<file path="config.mk">
export PLATFORM = sky130hd
export DESIGN_NAME = vblank_access_arbiter
export DESIGN_NICKNAME = d
export VERILOG_FILES = /design/src/rtl/vblank_access_arbiter.sv
export SDC_FILE = /design/constraint.sdc
export NUM_CORES = 1
export LEC_CHECK = 0
export CAP_MARGIN = 20
export CORE_ASPECT_RATIO = 1.25
export CORE_MARGIN = 8
export CORE_UTILIZATION = 53
export CTS_CLUSTER_SIZE = 20
export DETAILED_ROUTE_END_ITERATION = 12
export PLACE_DENSITY = 0.8
export SKIP_LAST_GASP = 1
export SYNTH_ARGS = -nofsm -noshare
export SYNTH_HDL_FRONTEND = slang
export SYNTH_SLANG_ARGS = --single-unit
</file>
<file path="constraint.sdc">
create_clock -name clk -period 3.7 [get_ports clk]
set_input_delay 0.37 -clock clk [delete_from_list [all_inputs] [get_ports clk]]
set_output_delay 0.37 -clock clk [all_outputs]
set_load 0.05 [all_outputs]
</file>
<file path="src/rtl/vblank_access_arbiter.sv">
// vblank_access_arbiter
//   Arbitrates a frame-critical write port among NUM_REQ requesters. Grants are
//   only issued while the VGA beam is in vertical blanking, each requester is
//   served at most once per frame (round robin), and a grant still held when
//   active video resumes is revoked with an overrun pulse.
// Ports
//   clk          system clock
//   rst_n        synchronous reset, active low
//   y_pos        current line from the VGA sync generator
//   req          per-requester request, held until done or abandoned
//   done         per-requester finish pulse (only the granted index counts)
//   grant        one-hot or zero, registered
//   busy         registered |grant
//   vblank       registered (y_pos >= V_DISPLAY)
//   frame_start  one-clk pulse on the rising edge of vblank
//   frame_count  frames since reset, wraps
//   overrun      one-clk pulse when a grant is force-revoked
module vblank_access_arbiter #(
  parameter int unsigned NUM_REQ     = 4,
  parameter int unsigned V_DISPLAY   = 480,
  parameter int unsigned V_TOTAL     = 521,
  parameter int unsigned GUARD_LINES = 2
) (
  input  logic               clk,
  input  logic               rst_n,
  input  logic [9:0]         y_pos,
  input  logic [NUM_REQ-1:0] req,
  input  logic [NUM_REQ-1:0] done,
  output logic [NUM_REQ-1:0] grant,
  output logic               busy,
  output logic               vblank,
  output logic               frame_start,
  output logic [15:0]        frame_count,
  output logic               overrun
);

  localparam int unsigned Y_W   = 10;
  localparam int unsigned FC_W  = 16;
  localparam int unsigned IDX_W = (NUM_REQ > 1) ? $clog2(NUM_REQ) : 1;

  localparam logic [Y_W-1:0]   V_DISP_Y   = Y_W'(V_DISPLAY);
  localparam logic [Y_W-1:0]   OPEN_END_Y = Y_W'(V_TOTAL - GUARD_LINES);
  localparam logic [IDX_W-1:0] LAST_IDX   = IDX_W'(NUM_REQ - 1);

  typedef enum logic [1:0] {IDLE, ARB, GRANT, CLOSED} state_t;

  state_t               state, state_n;
  logic [NUM_REQ-1:0]   served, served_n;
  logic [NUM_REQ-1:0]   grant_n;
  logic [IDX_W-1:0]     rr_ptr, rr_n;
  logic [IDX_W-1:0]     gnt_idx, gnt_idx_n;
  logic [FC_W-1:0]      fc_n;
  logic                 fs_n, ov_n;
  logic                 vblank_q;

  logic                 open_c, active_c, vb_c, release_c;
  logic                 cand_found;
  logic [IDX_W-1:0]     cand_idx;
  int unsigned          pos;
  logic [IDX_W-1:0]     pos_idx;

  // Window decode from the current line
  assign active_c = (y_pos < V_DISP_Y);
  assign vb_c     = ~active_c;
  assign open_c   = (y_pos >= V_DISP_Y) && (y_pos < OPEN_END_Y);

  // Granted requester finished or gave up
  assign release_c = done[gnt_idx] | ~req[gnt_idx];

  // Round-robin search starting at rr_ptr over unserved requesters
  always_comb begin
    cand_found = 1'b0;
    cand_idx   = '0;
    pos        = 0;
    pos_idx    = '0;
    for (int unsigned k = 0; k < NUM_REQ; k++) begin
      pos = k + 32'(rr_ptr);
      if (pos >= NUM_REQ) pos = pos - NUM_REQ;
      pos_idx = IDX_W'(pos);
      if (!cand_found && req[pos_idx] && !served[pos_idx]) begin
        cand_found = 1'b1;
        cand_idx   = pos_idx;
      end
    end
  end

  // Next-state and registered-output logic
  always_comb begin
    state_n   = state;
    grant_n   = grant;
    served_n  = served;
    rr_n      = rr_ptr;
    gnt_idx_n = gnt_idx;
    fc_n      = frame_count;
    fs_n      = 1'b0;
    ov_n      = 1'b0;
    case (state)
      IDLE: begin
        if (vb_c && !vblank_q) begin
          fs_n     = 1'b1;
          fc_n     = frame_count + FC_W'(1);
          served_n = '0;
          state_n  = ARB;
        end
      end
      ARB: begin
        if (!open_c) begin
          state_n = CLOSED;
        end else if (cand_found) begin
          grant_n   = NUM_REQ'(1) << cand_idx;
          served_n  = served | (NUM_REQ'(1) << cand_idx);
          rr_n      = (cand_idx == LAST_IDX) ? '0 : cand_idx + IDX_W'(1);
          gnt_idx_n = cand_idx;
          state_n   = GRANT;
        end
      end
      GRANT: begin
        // A release in the same clk as active video wins: no overrun
        if (release_c) begin
          grant_n = '0;
          state_n = ARB;
        end else if (active_c) begin
          grant_n = '0;
          ov_n    = 1'b1;
          state_n = IDLE;
        end
      end
      CLOSED: begin
        if (active_c) state_n = IDLE;
      end
      default: state_n = IDLE;
    endcase
  end

  // State register; vblank_q resets high so a mid-vblank release waits a frame
  always_ff @(posedge clk) begin
    if (!rst_n) begin
      state       <= IDLE;
      grant       <= '0;
      busy        <= 1'b0;
      served      <= '0;
      rr_ptr      <= '0;
      gnt_idx     <= '0;
      frame_count <= '0;
      frame_start <= 1'b0;
      overrun     <= 1'b0;
      vblank      <= 1'b0;
      vblank_q    <= 1'b1;
    end else begin
      state       <= state_n;
      grant       <= grant_n;
      busy        <= |grant_n;
      served      <= served_n;
      rr_ptr      <= rr_n;
      gnt_idx     <= gnt_idx_n;
      frame_count <= fc_n;
      frame_start <= fs_n;
      overrun     <= ov_n;
      vblank      <= vb_c;
      vblank_q    <= vb_c;
    end
  end

endmodule

</file>
After elaboration in Yosys (flattened, before gate mapping)
Index checks and enable logic that the tools add are counted.
{"block": "totals", "register_bits": 35, "in_bits": 20, "output_inout_bits": 24, "word_cells": 123}
{"block": "op_classes", "add_sub_neg": 9, "magnitude_cmp": 12, "eq_ne": 8, "n_shift": 1, "muxes": 50, "bitwise_logic": 6, "reduce_logical": 26}
{"op": "2-to-1 mux 2 bit", "count": 14}
{"op": "2-to-1 mux 4 bit", "count": 7}
{"op": "binary-select mux 1 bit (select 2 bit)", "count": 10}
{"op": "adder 16 x 1 -> 16 bit (second input constant)", "count": 1}
{"op": "2-to-1 mux 1 bit", "count": 16}
{"op": "case mux 4 bit (2 select lines)", "count": 2}
{"op": "less-than comparator 2 x 3 -> 1 bit (second input constant)", "count": 5}
{"op": ">= comparator 10 x 9 -> 1 bit (second input constant)", "count": 1}
{"op": "less-than comparator 10 bit (second input constant)", "count": 1}
{"op": "less-than comparator 10 x 9 -> 1 bit (second input constant)", "count": 1}
{"op": ">= comparator 3 bit (second input constant)", "count": 3}
{"op": "logical AND 1 bit", "count": 9}
{"op": "zero test 1 bit", "count": 8}
{"op": "case mux 2 bit (4 select lines)", "count": 1}
{"op": "subtractor 2 x 1 -> 2 bit (second input constant)", "count": 4}
{"op": "adder 2 x 2 -> 3 bit (first input constant)", "count": 2}
{"op": "== test 2 bit (second input constant)", "count": 3}
{"op": "inequality test 2 bit (second input constant)", "count": 3}
{"op": "AND reduction 2 bit", "count": 3}
{"op": "inverter 1 bit", "count": 4}
{"op": "OR 4 bit", "count": 1}
{"op": "AND reduction 4 bit", "count": 1}
{"op": "OR reduction 4 bit", "count": 1}
{"op": "left shift 1 x 2 -> 4 bit (first input constant)", "count": 1}
{"op": "other kinds (10)", "count": 10}

Depth between registers and ports, before layout
Gate-level depths: netlist (run 1).
{"block": "logic_depth", "depth_word": 24, "mapped_depth": 7, "depth_no_buf": 7}

Worst setup path after synthesis (run 1)
Ideal clock, no wire load.
{"block": "synth_timing", "kind": "reg2reg", "startpoint": "register served[3]", "endpoint": "register busy", "setup_ns": 0.117, "arrival_ns": 2.058, "required_ns": 3.583, "path_slack_ns": 1.526, "stages_incl_launch_ff": 8, "n_path_buf": 0, "synth_period_minus_slack_ns": 2.174, "cell_sequence": "dfxtp_1 nand2b_1 and2_1 a222oi_1 inv_1 ha_1 or4_1 a22o_1"}
{"block": "synth_via", "elab_chain_cells": 22, "word_cells_on_any_way": 35, "cone_classes": "shift (1); mux (19); reduce/logical (15)"}
{"element": "from (decl)", "line_no": "48", "source": "logic [NUM_REQ-1:0] served, served_n;"}
{"element": "from (signal assigned)", "line_no": "153", "source": "served <= served_n;"}
{"element": "binary-select mux 1 bit (select 2 bit)", "line_no": "80", "source": "if (!cand_found && req[pos_idx] && !served[pos_idx]) begin"}
{"element": "2-to-1 mux 1 bit (implied by the code)", "line_no": "80"}
{"element": "zero test 1 bit", "line_no": "80"}
{"element": "logical AND 1 bit", "line_no": "80"}
{"element": "2-to-1 mux 1 bit", "line_no": "80"}
{"element": "zero test 1 bit", "line_no": "80"}
{"element": "logical AND 1 bit (2 in series)", "line_no": "80"}
{"element": "2-to-1 mux 1 bit", "line_no": "80"}
{"element": "[... 5 more ...]"}
{"element": "logical AND 1 bit (2 in series)", "line_no": "80"}
{"element": "2-to-1 mux 2 bit (*)", "line_no": "80"}
{"element": "net cand_idx[1]", "line_no": "58", "source": "logic [IDX_W-1:0] cand_idx;"}
{"element": "left shift 1 x 2 -> 4 bit (*)", "line_no": "110", "source": "grant_n = NUM_REQ'(1) << cand_idx;"}
{"element": "2-to-1 mux 4 bit (*)", "line_no": "109", "source": "end else if (cand_found) begin"}
{"element": "2-to-1 mux 4 bit (*)", "line_no": "107", "source": "if (!open_c) begin"}
{"element": "case mux 4 bit (2 select lines) (*)", "line_no": "97", "source": "case (state)"}
{"element": "OR reduction 4 bit (*)", "line_no": "152", "source": "busy <= |grant_n;"}
{"element": "to (signal assigned)", "line_no": "152"}
{"element": "to (decl)", "line_no": "30", "source": "output logic busy,"}
Mark *: on every way through the listed nets, which the timed path passes. The rest lies on a longest branch. The select of a mux whose other input is x is not followed.
A chain may end at the register's enable or synchronous reset.

Worst setup path in the final report (run 1)
{"block": "layout_timing", "startpoint": "input port req[3]", "endpoint": "register busy"}
{"block": "layout_via", "elab_chain_cells": 21, "word_cells_on_any_way": 36, "cone_classes": "shift (1); mux (22); bitwise (2); reduce/logical (11)"}
{"element": "from (decl)", "line_no": "27", "source": "input logic [NUM_REQ-1:0] req,"}
{"element": "binary-select mux 1 bit (select 2 bit)", "line_no": "80"}
{"element": "2-to-1 mux 1 bit (implied by the code)", "line_no": "80"}
{"element": "logical AND 1 bit", "line_no": "80"}
{"element": "2-to-1 mux 1 bit", "line_no": "80"}
{"element": "zero test 1 bit", "line_no": "80"}
{"element": "logical AND 1 bit (2 in series)", "line_no": "80"}
{"element": "2-to-1 mux 1 bit", "line_no": "80"}
{"element": "zero test 1 bit", "line_no": "80"}
{"element": "[... 4 more ...]"}
{"element": "logical AND 1 bit (2 in series)", "line_no": "80"}
{"element": "2-to-1 mux 2 bit (*)", "line_no": "80"}
{"element": "net cand_idx[1]", "line_no": "58"}
{"element": "left shift 1 x 2 -> 4 bit (*)", "line_no": "110"}
{"element": "2-to-1 mux 4 bit (*)", "line_no": "109"}
{"element": "2-to-1 mux 4 bit (*)", "line_no": "107"}
{"element": "case mux 4 bit (2 select lines) (*)", "line_no": "97"}
{"element": "OR reduction 4 bit (*)", "line_no": "152"}
Marked as above.

==> out/metrics.yaml, run 1 <==
clocking:
  ctsHtreeMaxLevel: 2
  cts_resized: 0
  tritoncts: "built"
  cts.sinks: 35
  cts_inserted_buffers: 5
  clk_pin_slew_ps: 70
  cts-hold-fix-buffers: 0
  cts_root_buf: "clkbuf_8"
  clk_latency_ps: 290
  cts_setup_buffers: 0
  cts.path.max_buffers: 2
global_route:
  grt.overflow.total: 0
  grt_pass1_vias: 1561
  grt_max_degree: 32
  track_usage_pct: 15.6
  grt_pass1_wl_mm: 6.80
  antenna_found_initial: 0
finish:
  syn2layout_area_growth_pct: 31.4
  n_fill_cell: 295
  drive_gt1_share_pct: 8.64
  postLayoutCoreUtil_pct: 71.0
  final_nets: 271
  antennaDiodeCount: 0
flow_run:
  maxCapViolCount: 0
yosys:
  synth_top_area_cell: "dfxtp_1"
  ys_seq_elements: 35
  synth_fp_nets: 224
  synth_top_area_share_pct: 37.9
  ys_async_sr_fraction_pct: 0
  avgSynthCellArea_sq_um: 9.49
  synth_edf_count: 0
  yosysWarnings: 0
  synth_area_sq_um: 1850
  synth_area_leaders: "dfxtp_1 (38%), ha_1 (6.1%), and2_1 (4.7%)"
  synth_ff_type: "dfxtp_1"
  synthCells: 195
  synth_cell_types: 46
  yosysSeqAreaShare_pct: 37.9
power:
  irDropWorstVdd_v: 0.000530
  p_leak_nw: 0.913
  powerDensity_nw_per_um2: 413
sta:
  finalSetupViolCount: 0
  worst_hold_slack_ps: 491
  setup_slack_ps: 1180
  skew_ps: 7.97
  fmax_mhz: 396
  worst_slew_pin_slew_ps: 884
  hold_violations: 0
  fin_crit_sh_pct: 68.2
  tns_ps: 0
  finalMaxSlewViolations: 0
  max_slew_margin_pct: 40.9
  rsz0062_at_grt: "false"
  period_needed_ps: 2520
floorplanning:
  die_h_um: 82.1
  core_area_sq_um: 3420
  die_area_sq_um: 5650
  io_pins: 44
  start_util_pct: 54.1
  num_rows: 24
  die_w_um: 68.9
setup_path:
  r2r_slack_ps: 1310
  r2r-start: "served[1]$_SDFFE_PN0P_"
  worstSetupPathType: "in -> reg"
  path_cells: "clkdlybuf4s50_1 -> nand2b_1 -> and2_1 -> a222oi_1 -> inv_1 -> ha_1 -> or4_1 -> a22o_1"
  critPathTopFamily: "simple AND/OR/NAND/NOR gates"
  worst_r2r_endpoint: "busy$_SDFF_PN0_"
  cp.depth: 8
  worstSetupEndpointType: "register"
  slowest_stage: "or4_1"
  worstPathMaxFanout: 5
  critPathCapture: "busy$_SDFF_PN0_"
  startpoint_type: "primary input"
  crit_arrival_ps: 2710
  critical_path_required_ps: 3890
  cp-startpoint: "req[3]"
  ff2ff_path_depth: 7
  slowest_delay_ps: 510
  critPathBufInv: 2
placed_design:
  port_buffers: 43
  dp_hpwl_mm: 3.11
  place.gp.congestion: 0.815
  post-place-ws_ps: 895
route:
  drt_iter0_drc: 85
  first_pass_iters: 4
  vias: 1582
  drc_errors: 0
  ant_nets: 0
  routed_wl_mm: 4.04
  wl_per_cell_um: 14.3
  vias_per_cell: 5.61
status:
  status: "complete, no violations"
hold_path:
  hp-class: "reg -> reg"
kinds of logic after synthesis:
group	after synthesis	synth area share, %
xor+xnor	10	4.73
simple gates	77	25.6
compound gates	45	19.7
mux	4	2.84
buf+inv	15	3.25
flops	35	37.9
fa+ha+maj	9	6.09
cell type report:
type                    count  area [sq um]  area share, %
clock inverters             3          43.8           1.80
repair buffers             44           438           18.0
well taps                  39          48.8           2.01
multi-input cells         145          1090           44.8
flip-flops and latches     35           701           28.8
clock buffers               5          68.8           2.83
inverters                  11          41.3           1.70
through the flow:
| step | total power, mW | instance area [sq um] | instances |
|---|---|---|---|
| floorplan | 0.592 | 1850 | 195 |
| global placement | 0.659 | 2320 | 274 |
| detailed placement | 0.662 | 2320 | 274 |
| CTS | 1.01 | 2430 | 282 |
| global route | 1.06 | 2430 | 282 |
| finish | 1.00 | 2430 | 282 |
sequential cells by signal, indices dropped and copies added (netlist names):
register	cells
vblank_q	1
overrun	1
frame_count	16
grant	4
served	4
state	2
vblank	1
rr_ptr	2
busy	1
frame_start	1
gnt_idx	2
tightest hold or removal path, stage by stage (launching register included):
cell	delay, ps
dfxtp_1	330
inv_1	60
a211oi_2	50
worst min path at each step:
stage                                 from                     end  slack, ps  cells past startpoint
finish              served[0]$_SDFFE_PN0P_  served[0]$_SDFFE_PN0P_        490                      2
global route        served[2]$_SDFFE_PN0P_  served[2]$_SDFFE_PN0P_        520                      2
CTS                 served[2]$_SDFFE_PN0P_  served[2]$_SDFFE_PN0P_        500                      2
detailed placement  served[2]$_SDFFE_PN0P_  served[2]$_SDFFE_PN0P_        480                      2
global placement    served[2]$_SDFFE_PN0P_  served[2]$_SDFFE_PN0P_        480                      2
floorplan           served[0]$_SDFFE_PN0P_  served[0]$_SDFFE_PN0P_        450                      2
layout by cell type (no fill, tap or decap), types with 4 or more instances in the layout:
master / instances
a22o_1: 5
nand2b_1: 9
xnor2_1: 4
clkbuf_8: 5
or3_1: 5
a21boi_0: 6
ha_1: 9
nand3_1: 6
nand4_1: 4
a211oi_2: 4
xor2_1: 6
inv_1: 11
nor2b_1: 6
and2_1: 14
nand2_1: 8
dfxtp_1: 35
nor2_1: 4
clkdlybuf4s50_1: 43
o21ai_0: 14
cell usage after synthesis (4+ instances only):
| cell type | count |
|---|---|
| nor2b_1 | 6 |
| nand2b_1 | 9 |
| or3_1 | 5 |
| inv_1 | 11 |
| and2_1 | 14 |
| nor2_1 | 4 |
| dfxtp_1 | 35 |
| nand3_1 | 6 |
| ha_1 | 9 |
| nand2_1 | 8 |
| a22o_1 | 5 |
| xor2_1 | 6 |
| o21ai_0 | 14 |
| a21boi_0 | 6 |
| nand4_1 | 4 |
| a211oi_2 | 4 |
| xnor2_1 | 4 |
power by group:
group	total, mW	leakage [nW]	switching [mW]	internal, mW
Sequential	0.413	0.283	0.0184	0.395
Combinational	0.243	0.572	0.133	0.110
Clock	0.346	0.0581	0.146	0.201
per-layer routing:
layer  track usage (%)  part of all wire (%)  wire length [um]  vias to the layer above
met5                 0                     0                 0                        -
met4              8.05                   3.1               126                        0
li1                  -                     -                 -                      801
met2              28.2                    53              2140                       35
met1              16.0                    39              1570                      734
met3              3.96                   4.9               199                       12
Power figures use the tool's default switching activity.
==> run 2: changes to the inputs <==
Settings changed: CORE_UTILIZATION 53 to 44, PLACE_DENSITY 0.8 to 0.71.
Clock period 3.7 ns to 2.3 ns, I/O delays scaled along.
==> run 2 against run 1 <==
Final area grew 8.9%. Total power grew 66%. Worst setup slack lost 1000 ps. Die area grew 16%. Clock skew grew 2.3 ps.
==> out/metrics.yaml, run 2 (synthesis results as in run 1) <==
status:
  status: "complete, no violations"
floorplanning:
  die_h_um: 88.5  # +7.8%
  start_util_pct: 45.5  # -8.5 points
  io_pins: 44  # unchanged
  die_area_sq_um: 6550  # +16%
  num_rows: 26  # +8.3%
  die_w_um: 74.0  # +7.5%
  core_area_sq_um: 4070  # +19%
route:
  vias_per_cell: 5.09  # -9.3%
  ant_nets: 0  # unchanged
  routed_wl_mm: 4.29  # +6.2%
  wl_per_cell_um: 13.2  # -7.8%
  vias: 1654  # +4.6%
  first_pass_iters: 4  # unchanged
  drt_iter0_drc: 73  # -14%
  drc_errors: 0  # unchanged
setup_path:
  cp-startpoint: "served[0]$_SDFFE_PN0P_"
  slowest_stage: "or4_1"
  worstPathMaxFanout: 5  # unchanged
  r2r-start: "served[0]$_SDFFE_PN0P_"
  slowest_delay_ps: 500  # about the same
  crit_arrival_ps: 2320  # -390 ps
  r2r_slack_ps: 150  # -1160 ps
  worstSetupEndpointType: "register"
  critical_path_required_ps: 2480  # -1410 ps
  path_cells: "nand2b_1 -> o21ai_0 -> a222oi_1 -> inv_1 -> ha_1 -> or4_1 -> a22o_1"
  startpoint_type: "register"
  worstSetupPathType: "reg -> reg"
placed_design:
  place.gp.congestion: 0.775  # -4.8%
  place_area_sq_um: 2530  # +9.3%
  post-place-ws_ps: -135  # -1030 ps
  dp_hpwl_mm: 3.40  # +9.4%
  dp.cells: 317  # +16%
  port_buffers: 43  # unchanged
sta:
  period_needed_ps: 2150
  setup_slack_ps: 153  # -1020 ps
  worst_slew_pin_slew_ps: 503  # -381 ps
  finalSetupViolCount: 0  # unchanged
  fmax_mhz: 466
  rsz0062_at_grt: "false"
  skew_ps: 10.2  # +2.25 ps
  fin_crit_sh_pct: 93.4
  hold_violations: 0  # unchanged
  finalMaxSlewViolations: 0  # unchanged
  max_slew_margin_pct: 66.3  # +25 points
clocking:
  cts.path.max_buffers: 2  # unchanged
  cts_setup_buffers: 0  # unchanged
  cts_root_buf: "clkbuf_8"
  cts.sinks: 35  # unchanged
  ctsHtreeMaxLevel: 2  # unchanged
  clk_pin_slew_ps: 70  # about the same
  cts-hold-fix-buffers: 0  # unchanged
  cts_inserted_buffers: 5  # unchanged
  clk_latency_ps: 290  # about the same
  tritoncts: "built"
  cts_resized: 0  # unchanged
finish:
  regMostFlops: "frame_count"
  instances_no_fill: 325  # +15%
  final_design_area_no_fill_sq_um: 2650  # +8.9%
  n_fill_cell: 357  # +21%
  largest_register_ffs: 16  # unchanged
  syn2layout_area_growth_pct: 43.1
  layout_common_cells: "clkdlybuf4s50_1 (43), dfxtp_1 (35), buf_4 (27)"
  antennaDiodeCount: 0  # unchanged
  layout_commonest_cell: "clkdlybuf4s50_1"
  top_regs: "frame_count: 16 flops, grant: 4 flops, served: 4 flops"
  final_nets: 297  # +9.6%
  drive_gt1_share_pct: 17.5  # +8.8 points
global_route:
  track_usage_pct: 13.5  # -2.1 points
  grt_max_degree: 21  # -34%
  grt.overflow.total: 0  # unchanged
  antenna_found_initial: 0  # unchanged
  grt_pass1_vias: 1578  # +1.1%
  grt_pass1_wl_mm: 6.96  # +2.3%
power:
  p_leak_nw: 1.04  # +14%
  powerDensity_nw_per_um2: 628  # +52%
  irDropWorstVdd_v: 0.000347  # -35%
  finalPower_mw: 1.66  # +66%
hold_path:
  hp-start: "gnt_idx[0]$_SDFFE_PN0P_"
  hp-class: "reg -> reg"
flow_run:
  maxCapViolCount: 0  # unchanged
## run 2: routing by layer
layer,GRT usage (%),wire length [um]
met2,26.1,2290
met1,12.9,1740
met4,5.83,76
met5,0,0
met3,3.17,189
## run 2: layout make-up
type | instances | area, sq um | area share (%)
tap | 56 | 70.1 | 2.65
sequential | 35 | 701 | 26.5
inverter | 11 | 41.3 | 1.56
timing repair buffer | 70 | 633 | 23.9
clock buffer | 5 | 68.8 | 2.60
clock inverter | 3 | 43.8 | 1.65
multi-input combinational | 145 | 1090 | 41.2
## run 2: worst paths after layout
path                             end  cells after the start
max                  busy$_SDFF_PN0_                      7
min          gnt_idx[0]$_SDFFE_PN0P_                      2
max reg2reg          busy$_SDFF_PN0_                      7
min reg2reg  gnt_idx[0]$_SDFFE_PN0P_                      2
## run 2: report_power, final
part,switching (mW),total [mW],internal [mW]
clock network,0.226,0.548,0.323
registers,0.0292,0.664,0.635
logic,0.227,0.450,0.223
total,0.482,1.66,1.18
## run 2: critical path, delay by kind of cell (launching register included)
kind | cells | cell delay (ps)
adder cells (fa/ha/maj) | 1 | 210
flip-flops | 1 | 360
AO/OA/AOI/OAI | 3 | 660
AND/OR/NAND/NOR | 2 | 700
buffers and inverters | 1 | 110
## run 2: through the flow
stage | setup TNS, ps | hold slack [ps] | util (%)
6_report | 0 | 490 | 65.1
5_1_grt | 0 | 521 | 65.1
4_1_cts | 0 | 491 | 65.1
3_5_place_dp | -518 | 470 | 62.3
3_3_place_gp | -400 | 465 | 62.3
2_1_floorplan | 0 | 387 | -
